--- config.mk ---
export PLATFORM = sky130hd
export DESIGN_NAME = mem_access_stage
export DESIGN_NICKNAME = d
export VERILOG_FILES = /design/src/rtl/mem_access_stage.sv
export SDC_FILE = /design/constraint.sdc
export NUM_CORES = 1
export LEC_CHECK = 0
export BUFFER_PORTS_ARGS = -buffer_cell sky130_fd_sc_hd__buf_2
export CELL_PAD_IN_SITES_DETAIL_PLACEMENT = 1
export CELL_PAD_IN_SITES_GLOBAL_PLACEMENT = 2
export CORE_UTILIZATION = 24
export DETAILED_ROUTE_END_ITERATION = 10
export HOLD_SLACK_MARGIN = 0.08
export MAX_ROUTING_LAYER = met4
export PLACE_DENSITY_LB_ADDON = 0.1
export SYNTH_ARGS = -nofsm -noshare
export SYNTH_HDL_FRONTEND = slang
export SYNTH_SLANG_ARGS = --single-unit
export TNS_END_PERCENT = 100
--- constraint.sdc ---
create_clock -name clk -period 1.95 [get_ports clk]
set_input_delay 0.195 -clock clk [delete_from_list [all_inputs] [get_ports clk]]
set_output_delay 0.195 -clock clk [all_outputs]
set_load 0.005 [all_outputs]
--- src/rtl/mem_access_stage.sv ---
`default_nettype none
// ============================================================================
// Module   : mem_access_stage
// Purpose  : Pipeline memory-access stage: req/ack data-memory port with
//            stall, access timeout, and the M/WB pipeline register.
// Revision : 1.0 - initial release
// ============================================================================
module mem_access_stage #(
    parameter int TIMEOUT = 15,
    parameter int CNT_W   = 8
) (
    input  logic        clk,
    input  logic        rst,
    input  logic        in_valid,
    input  logic [15:0] in_alu_result,
    input  logic [15:0] in_op1_val,
    input  logic [15:0] in_r15_result,
    input  logic [3:0]  in_dest_reg,
    input  logic        in_wb,
    input  logic        in_r15_we,
    input  logic        in_mem_rd,
    input  logic        in_mem_wr,
    output logic        mem_req,
    output logic        mem_we,
    output logic [15:0] mem_addr,
    output logic [15:0] mem_wdata,
    input  logic [15:0] mem_rdata,
    input  logic        mem_ack,
    output logic        stall,
    output logic        out_valid,
    output logic        out_wb,
    output logic [15:0] out_data,
    output logic [3:0]  out_dest_reg,
    output logic        out_r15_we,
    output logic [15:0] out_r15_result,
    output logic        err
);

    typedef enum logic [0:0] {
        S_IDLE = 1'b0,
        S_WAIT = 1'b1
    } state_t;

    localparam logic [CNT_W-1:0] c_countLast = CNT_W'(TIMEOUT - 1);
    localparam logic [CNT_W-1:0] c_countOne  = CNT_W'(1);

    state_t           r_state;
    state_t           w_stateNext;
    logic [CNT_W-1:0] r_count;
    logic             w_memOp;
    logic             w_isWait;
    logic             w_ackHit;
    logic             w_timeoutHit;

    assign w_memOp      = in_valid & (in_mem_rd | in_mem_wr);
    assign w_isWait     = (r_state == S_WAIT);
    assign w_ackHit     = w_isWait & mem_ack;
    assign w_timeoutHit = w_isWait & ~mem_ack & (r_count == c_countLast);

    // Gated by rst so upstream sees no stall while the stage is held in reset.
    assign stall = rst & ((~w_isWait & w_memOp) | (w_isWait & ~mem_ack & ~w_timeoutHit));

    always_ff @(posedge clk or negedge rst) begin
        if (!rst) begin
            r_state <= S_IDLE;
        end else begin
            r_state <= w_stateNext;
        end
    end

    always_comb begin
        w_stateNext = r_state;
        case (r_state)
            S_IDLE: if (w_memOp) w_stateNext = S_WAIT;
            S_WAIT: if (w_ackHit || w_timeoutHit) w_stateNext = S_IDLE;
            default: w_stateNext = S_IDLE;
        endcase
    end

    // Memory port and timeout counter.
    always_ff @(posedge clk or negedge rst) begin
        if (!rst) begin
            mem_req   <= 1'b0;
            mem_we    <= 1'b0;
            mem_addr  <= 16'h0000;
            mem_wdata <= 16'h0000;
            r_count   <= '0;
            err       <= 1'b0;
        end else if (!w_isWait) begin
            if (w_memOp) begin
                mem_req   <= 1'b1;
                mem_we    <= in_mem_wr;
                mem_addr  <= in_alu_result;
                mem_wdata <= in_op1_val;
                r_count   <= '0;
            end
        end else if (w_ackHit) begin
            mem_req <= 1'b0;
        end else if (w_timeoutHit) begin
            mem_req <= 1'b0;
            err     <= 1'b1;
        end else begin
            r_count <= r_count + c_countOne;
        end
    end

    // M/WB register; data fields load every edge, enables decide liveness.
    always_ff @(posedge clk or negedge rst) begin
        if (!rst) begin
            out_valid      <= 1'b0;
            out_wb         <= 1'b0;
            out_r15_we     <= 1'b0;
            out_data       <= 16'h0000;
            out_dest_reg   <= 4'h0;
            out_r15_result <= 16'h0000;
        end else begin
            out_dest_reg   <= in_dest_reg;
            out_r15_result <= in_r15_result;
            out_data       <= (w_ackHit && !mem_we) ? mem_rdata : in_alu_result;
            if (w_ackHit) begin
                out_valid  <= 1'b1;
                out_wb     <= in_wb & ~mem_we;
                out_r15_we <= in_r15_we;
            end else if (w_isWait || w_memOp) begin
                out_valid  <= 1'b0;
                out_wb     <= 1'b0;
                out_r15_we <= 1'b0;
            end else begin
                out_valid  <= in_valid;
                out_wb     <= in_wb;
                out_r15_we <= in_r15_we;
            end
        end
    end

endmodule
`default_nettype wire

# Word level (Yosys, flattened, before mapping)
# Cells that the tools add are included.
totals:
  regBits: 83
  out_inout_bits: 75
  wordCells: 60
classes:
  bitwise: 15
  n_addsub: 1
  muxes: 18
  reduce_logical: 9
  eq_ne: 4
ops:
  columns: ["op", "count"]
  rows:
  - ["8-bit 2-to-1 mux", 4]
  - ["16-bit 2-to-1 mux", 1]
  - ["1-bit 2-to-1 mux", 12]
  - ["8-bit by 1-bit adder with 8-bit output, second input constant", 1]
  - ["1-bit AND", 8]
  - ["8-bit by 4-bit equality test with 1-bit output, second input constant", 1]
  - ["3-bit AND reduction", 2]
  - ["1-bit NOT", 5]
  - ["2-bit != test, second input constant", 2]
  - ["2-bit AND reduction", 2]
  - ["3-bit by 1-bit != test with 1-bit output, second input constant", 1]
  - ["1-bit logical OR", 2]
  - ["1-bit OR", 2]
  - ["1-bit case mux with 2 select lines", 1]
  - ["2-bit nonzero test", 1]
  - ["1-bit logical AND", 1]
  - ["1-bit zero test", 1]

# Depth between registers and ports, before layout
# Gate-level depths: netlist (run 1).
logic_depth:
  word_depth: 7
  depth_mapped: 7
  ltp_nobuf: 6

# Worst setup path after synthesis (run 1)
# OpenSTA, ideal clock, no wires.
synth_path:
  path_kind: "register to output"
  start: "register r_count[0]"
  end: "output port stall"
  t_arrival_ps: 1678
  stages_incl_launch_ff: 8
  slack_ps: 77
  path_cell_list: "dfrtp_1 -> inv_1 -> ha_1 -> or4b_4 -> o31ai_4 -> buf_6 -> nand2_4 -> and2_4"
synth_via:
  elab_chain_len: 6
synth_lines:
  columns: ["item", "line_no", "text"]
  rows:
  - ["start, declared", "49", "logic [CNT_W-1:0] r_count;"]
  - ["start signal, assigned", "103", "r_count <= r_count + c_countOne;"]
  - ["8-bit by 4-bit equality test with 1-bit output", "58", "assign w_timeoutHit = w_isWait & ~mem_ack & (r_count == c_countLast);"]
  - ["1-bit AND", "58", null]
  - ["1-bit NOT", "61", "assign stall = rst & ((~w_isWait & w_memOp) | (w_isWait & ~mem_ack & ~w_timeoutHit));"]
  - ["1-bit AND", "61", null]
  - ["1-bit OR", "61", null]
  - ["1-bit AND", "61", null]
  - ["end, declared", "29", "output logic stall,"]
# Every way passes these cells.

# Worst setup path after layout (run 1)
# Ends and elaborated chain as after synthesis.

==> results of run 1 <==
## stage by stage
stage	cell area, sq um	setup TNS [ns]	power (mW)	hold WS, ns
2_1_floorplan	3029	0	2.374	-0.1006
3_3_place_gp	4034	0	2.822	0.2921
3_5_place_dp	4034	0	2.839	0.2858
4_1_cts	4987	-0.2784	4.686	0.08104
5_1_grt	4997	-0.3787	4.852	0.08358
6_report	4997	-0.2545	4.580	0.08821
## power by group
part / total (mW) / switching (mW) / leakage (nW) / internal (mW)
clock: 1.69 / 0.670 / 0.145 / 1.02
combinational: 0.838 / 0.402 / 1.40 / 0.436
sequential: 2.05 / 0.103 / 1.01 / 1.95
## synthesized netlist by cell type
cell,count,area share [%]
clkbuf_1,5,0.62
buf_1,1,0.12
nor3_1,1,0.17
nand2_1,103,13
mux2_1,8,3.0
and2b_1,1,0.25
o31ai_1,4,0.99
nor2_1,2,0.25
inv_1,3,0.37
dfrtp_1,83,69
o21ai_2,1,0.29
and3_1,1,0.21
or3_1,2,0.41
o211ai_1,1,0.25
xor2_1,1,0.29
buf_2,2,0.33
or4_1,2,0.50
a21oi_2,3,0.87
nor2b_1,2,0.41
o21ai_1,3,0.50
or4b_4,1,0.45
nand3b_1,1,0.25
o31ai_4,1,0.70
a21o_1,2,0.50
a22o_1,1,0.29
nand3_1,4,0.66
o21ai_0,2,0.33
a21oi_1,1,0.17
ha_1,2,0.83
buf_6,1,0.37
mux2_2,8,3.0
and2_4,1,0.29
a21boi_0,1,0.25
nor3b_1,1,0.25
nand4_1,1,0.21
nand2_4,1,0.37
## routing by layer
layer / vias to the layer above / global-route usage [%] / wire length, um
li1: 1284 / - / -
met1: 1303 / 17.17 / 3674
met2: 76 / 26.91 / 4767
met3: 8 / 4.553 / 440
met4: 0 / 5.195 / 124
met5: - / - / 0
## worst register-to-register path, delay by kind of cell (launching register included)
kind,cells,cell delay [ns]
AO/OA/AOI/OAI,2,0.30
buffers and inverters,2,0.31
flip-flops,1,0.38
adder cells (fa/ha/maj),1,0.14
AND/OR/NAND/NOR,2,0.63
## worst max path at each step
stage / startpoint / slack [ns] / end
final: r_count[0] / -0.25 / stall
after global routing: r_count[0] / -0.34 / stall
after CTS: r_count[0] / -0.28 / stall
after detailed placement: r_count[1] / 0.07 / r_count[5]
after global placement: r_count[0] / 0.13 / r_count[5]
after floorplan: r_count[0] / 0.08 / stall
## kinds of logic after synthesis
kind of cell | count (synthesis) | synth area share, %
xor gates and xnor gates | 1 | 0.2892
muxes | 16 | 5.948
buffers and inverters | 12 | 1.817
DFF | 83 | 68.57
AOI/OAI and AO/OA | 20 | 5.122
and+or+nand+nor | 124 | 17.43
adders and majority gates | 2 | 0.8260
## final cells by class
type                       count  area (sq um)  area share [%]
clock buffer                  11         242.7           4.857
tap                          168         210.2           4.206
multi-input combinational    163         912.1           18.25
clock inverter                 5         52.55           1.052
timing repair buffer         223          1491           29.84
sequential                    83          2077           41.56
inverter                       3         11.26          0.2253
## what timing repair did
action                                 4_1_cts  5_1_grt
setup buffers                                1        0
endpoints found under the hold margin      147        1
setup endpoints to repair                    1        3
pin swaps                                    0        0
hold buffers                                65        1
==> reports/metrics.cfg, run 1 <==
[status]
status=complete, but fails checks
violations=negative setup slack

[drt]
antenna_left=0
wl_per_cell_um=13.73
firstDrtPassIters=4
drtIter0Drc=36
drc_errors=0
wl_um=9006
vias_per_cell=4.072
vias=2671

[critical_path]
worstReg2RegStart=r_count[0]
rr_worst_depth=7
arrival_ns=2.01
critPathCaptureType=output pin
crit_type=reg -> out
r2r_end=r_count[5]
critPathSlowestCell=or4b_4
crit_chain=inv_1 -> ha_1 -> or4b_4 -> o31ai_4 -> nand2_4 -> and2_4 -> buf_2
crit_buf_inv=2
worstPathRequired_ns=1.75
cp.depth=7
crit_family=simple AND/OR/NAND/NOR gates
cp_max_fo=2
startpoint_type=register
rrSetupSlack_ns=0.08
cpPeakStageDelay_ns=0.48

[placement]
globalplace.congestion=0.7014
place_ws_ns=0.07434
dp.cells=573
place_hpwl_um=5764
io_buffers=150

[global_routing]
grt_max_degree=84
antenna_found_initial=0
overflow=0
grt_pass1_wl_um=14860
track_usage_pct=15.57
grt_pass1_vias=2956

[synthesis]
synth.cell_area_sq_um=3029
ys_seq_elements=83
ys_warn_count=0
ys_seq_area_share_pct=68.57
synth.avg_cell_area_sq_um=11.74
synth.distinct_cells=36
synthCells=258
synth_fp_nets=336

[timing]
setup_slack_ns=-0.2545
drv_slew=0
rsz0062_at_grt=yes
post-route-period-util_pct=113.1
setup_viol=1
fmax_mhz=453.6
tightestPinTransition_ns=0.5147
skew_ns=0.004932
hold_violations=0
finalCriticalPeriod_ns=2.204
relSlewSlack_pct=65.56

[run]
drv_cap=0

[finish]
final_cells=656
mostFrequentLayoutCell=buf_2
area_growth_pct=64.97
num-fill-cells=1381
n_antenna_cell=0
fin_nets=561
drive_gt1_share_pct=38.73
layout_common_cells=buf_2 (149), nand2_1 (103), dfrtp_1 (83)
post-route-util_pct=41.09

[clock_tree]
cts_tree=built
clockRootBuffer=clkbuf_16
cts_max_path_buffers=2
clk_latency_ns=0.34
htree_levels=3
cts_num_sinks=83
cts_buffers=9
cts_resized=0
clk_pin_slew_ns=0.06

[power]
p_leak_nw=2.562
ir_drop_uv=530.4
powerDensity_nw_per_um2=916.5

[floorplan]
start_util_pct=24.91
ioPinCount=151
rows=40
core_region_area_sq_um=12160
die_h_um=114.3
die-area_sq_um=13070
die_x_um=114.3

[worst_hold_path]
hold_end=out_data[9]
hp-class=in -> reg
min-delay-start=mem_rdata[9]
min_path_cells=2

Note: power is estimated with default switching activity, not from simulation.
==> run 2, diff against run 1 <==
--- a/config.mk
+++ b/config.mk
@@ -6,4 +6,5 @@
 export NUM_CORES = 1
 export LEC_CHECK = 0
+export ABC_AREA = 1
 export BUFFER_PORTS_ARGS = -buffer_cell sky130_fd_sc_hd__buf_2
 export CELL_PAD_IN_SITES_DETAIL_PLACEMENT = 1
==> constraint.sdc (replaced) <==
create_clock -name clk -period 1.95 [get_ports clk]
set_input_delay 0 -clock clk [delete_from_list [all_inputs] [get_ports clk]]
set_output_delay 0 -clock clk [all_outputs]
set_load 0.005 [all_outputs]
==> reports/metrics.cfg, run 2 <==
[status]
status=completed  ; was complete, but fails checks

[critical_path]
worstPathRequired_ns=2.23  ; was 1.75 ns
startpoint_type=register  ; unchanged
crit_chain=nand2_1 -> or2_1 -> buf_4 -> nor2_1 -> a21oi_1 -> dlygate4sd3_1  ; was inv_1 -> ha_1 -> or4b_4 -> o31ai_4 -> nand2_4 -> and2_4 -> buf_2
cpPeakStageDelay_ns=0.58  ; was 0.48 ns
critPathSlowestCell=dlygate4sd3_1  ; was or4b_4
critPathCaptureType=register  ; was output pin
arrival_ns=2.07  ; was 2.01 ns
cp_max_fo=33  ; was 2
crit_type=reg -> reg  ; was reg -> out

[finish]
num-fill-cells=1543  ; was 1381
drive_gt1_share_pct=31.60  ; was 38.73%
multiInputGateArea_sq_um=840.8  ; was 912.1 sq um
seqCellArea_sq_um=2077  ; unchanged
layout_common_cells=buf_2 (149), dlygate4sd3_1 (85), dfrtp_1 (83)  ; was buf_2 (149), nand2_1 (103), dfrtp_1 (83)
mostFrequentLayoutCell=buf_2  ; unchanged
area_growth_pct=66.51  ; was 64.97%
fin_nets=630  ; was 561

[synthesis]
yosysTopAreaCell=dfrtp_1  ; unchanged
async_flop_share_pct=100.0  ; unchanged
synth.distinct_cells=24  ; was 36
yosys_most_used_dff=dfrtp_1  ; unchanged
ys_seq_area_share_pct=66.03  ; was 68.57%
synth_fp_nets=392  ; was 336
ys_warn_count=0  ; unchanged
ys_seq_elements=83  ; unchanged
synth-edff-count=0  ; unchanged
synth_most_common_cell=dfrtp_1  ; was nand2_1
ys_top_cells_by_area=dfrtp_1 (66%), nand2_1 (8.2%), o21ai_0 (5.1%)  ; was dfrtp_1 (69%), nand2_1 (13%), mux2_1 (3.0%)
yosys-top-cells-count=dfrtp_1 (83), nand2_1 (69), inv_1 (40), o21ai_0 (32), nor2_1 (30)  ; was nand2_1 (103), dfrtp_1 (83), mux2_1 (8), mux2_2 (8), clkbuf_1 (5)
synth_top_area_share_pct=66.03  ; was 68.57%
synth.avg_cell_area_sq_um=10.02  ; was 11.74 sq um
synth.cell_area_sq_um=3146  ; was 3029 sq um
synthCells=314  ; was 258

[power]
power_mw=4.640  ; was 4.580 mW
ir_drop_uv=414.1  ; was 530.4 uV
p_leak_nw=2.704  ; was 2.562 nW
powerDensity_nw_per_um2=885.8  ; was 916.5 nW/um^2

[timing]
fmax_mhz=557.7  ; was 453.6 MHz
rsz0062_at_grt=no  ; was yes
hold_violations=0  ; unchanged
holdWs_ns=0.1692  ; was 0.08821 ns
skew_ns=0.007917  ; was 0.004932 ns
post-route-period-util_pct=91.96  ; was 113.1%
setup_viol=0  ; was 1
tightestPinTransition_ns=0.4475  ; was 0.5147 ns
fin_setup_tns_ns=0  ; was -0.2545 ns
finalCriticalPeriod_ns=1.793  ; was 2.204 ns
relSlewSlack_pct=70.17  ; was 65.56%
drv_slew=0  ; unchanged

[clock_tree]
clockRootBuffer=clkbuf_16  ; unchanged
post_cts_buffers=0  ; was 1
clk_pin_slew_ns=0.07  ; was 0.06 ns
cts_buffers=9  ; unchanged
cts_num_sinks=83  ; unchanged
cts_max_path_buffers=2  ; unchanged
clk_latency_ns=0.35  ; was 0.34 ns
cts_tree=built  ; unchanged
htree_levels=3  ; unchanged

[drt]
vias_per_cell=4.022  ; was 4.072
vias=2936  ; was 2671
antenna_left=0  ; unchanged
firstDrtPassIters=4  ; unchanged
drtIter0Drc=104  ; was 36
drc_errors=0  ; unchanged
wl_per_cell_um=13.34  ; was 13.73 um
wl_um=9736  ; was 9006 um

[floorplan]
die_h_um=116.5  ; was 114.3 um
rows=41  ; was 40
core_region_area_sq_um=12720  ; was 12160 sq um
die_x_um=116.5  ; was 114.3 um
start_util_pct=24.72  ; was 24.91%
ioPinCount=151  ; unchanged
die-area_sq_um=13570  ; was 13070 sq um

[placement]
globalplace.congestion=0.7084  ; was 0.7014
io_buffers=150  ; unchanged
place_hpwl_um=6250  ; was 5764 um

[global_routing]
overflow=0  ; unchanged
grt_pass1_vias=3081  ; was 2956
antenna_found_initial=0  ; unchanged
grt_pass1_wl_um=15490  ; was 14860 um
track_usage_pct=15.82  ; was 15.57%
grt_max_degree=84  ; unchanged

[worst_hold_path]
hp-class=in -> reg  ; unchanged

[run]
drv_cap=0  ; unchanged

==> run 2: cell count changes after synthesis, moves of 8 or more <==
| cell | previous run | this run |
|---|---|---|
| a21oi_1 | 1 | 16 |
| o21ai_0 | 2 | 32 |
| nor2_1 | 2 | 30 |
| inv_1 | 3 | 40 |
| nand3_1 | 4 | 15 |
| nand2_1 | 103 | 69 |
| mux2_1 | 8 | 0 |
| mux2_2 | 8 | 0 |
==> run 2: area by class of cell <==
| class | count | share of cell area (%) |
|---|---|---|
| multi-input cells | 178 | 16.05 |
| inverters | 40 | 2.867 |
| clock inverters | 7 | 1.147 |
| repair buffers | 240 | 31.82 |
| clock buffers | 9 | 4.300 |
| well taps | 172 | 4.109 |
| diodes | 1 | 0.04778 |
| flip-flops and latches | 83 | 39.66 |
==> run 2: per-layer routing <==
layer	vias to the layer above	global-route usage, %	part of all wire [%]
li1	1453	-	-
met4	0	8.291	2.1
met1	1401	17.32	41
met2	70	26.63	53
met5	-	-	0
met3	12	3.788	4.0
==> run 2: final timing paths <==
| path | start | to | slack (ns) | depth (start not counted) |
|---|---|---|---|---|
| min in group asynchronous | rst | out_r15_result[7] | 0.29 | 3 |
| hold / removal | in_mem_rd | out_valid | 0.17 | 5 |
| hold reg to reg | err | err | 0.48 | 2 |
| setup reg to reg | r_state | out_data[11] | 0.16 | 6 |
| max in group asynchronous | rst | mem_wdata[7] | 1.33 | 3 |
| setup / recovery | r_state | out_data[11] | 0.16 | 6 |
==> run 2: cell families after synthesis <==
logic type                 share of synthesized area, %
xor gates and xnor gates                         0.2785
adders and majority gates                        0.7954
DFF                                               66.03
and+or+nand+nor                                   16.55
AOI/OAI and AO/OA                                 9.029
buffers and inverters                             7.319
==> run 2: power by group <==
group / switching, mW / internal (mW) / leakage (nW) / total [mW]
Clock: 0.773 / 0.883 / 0.131 / 1.66
Combinational: 0.433 / 0.474 / 1.57 / 0.907
Sequential: 0.116 / 1.96 / 1.01 / 2.08
==> run 2: per-stage QoR <==
step                cells  instance area [sq um]  worst slack, ns  utilization [%]
floorplan             314                   3146           0.6228                -
global placement      628                   4096           0.4531            32.20
detailed placement    628                   4096           0.4054            32.20
CTS                   729                   5233          0.05645            41.13
global route          729                   5235         0.001962            41.15
finish                730                   5238           0.1569            41.17
==> run 2: worst max-delay path: cells and delay by family, from the launching register on <==
| family | cells | cell delay, ns |
|---|---|---|
| buffers and inverters | 2 | 0.89 |
| flip-flops | 1 | 0.38 |
| AND/OR/NAND/NOR | 3 | 0.29 |
| AO/OA/AOI/OAI | 1 | 0.15 |
==> run 2: timing repair <==
action / 4_1_cts / 5_1_grt
endpoints found under the hold margin: 157 / 0
resized for setup: 0 / 1
setup endpoints to repair: 0 / 1
hold buffers: 85 / 0
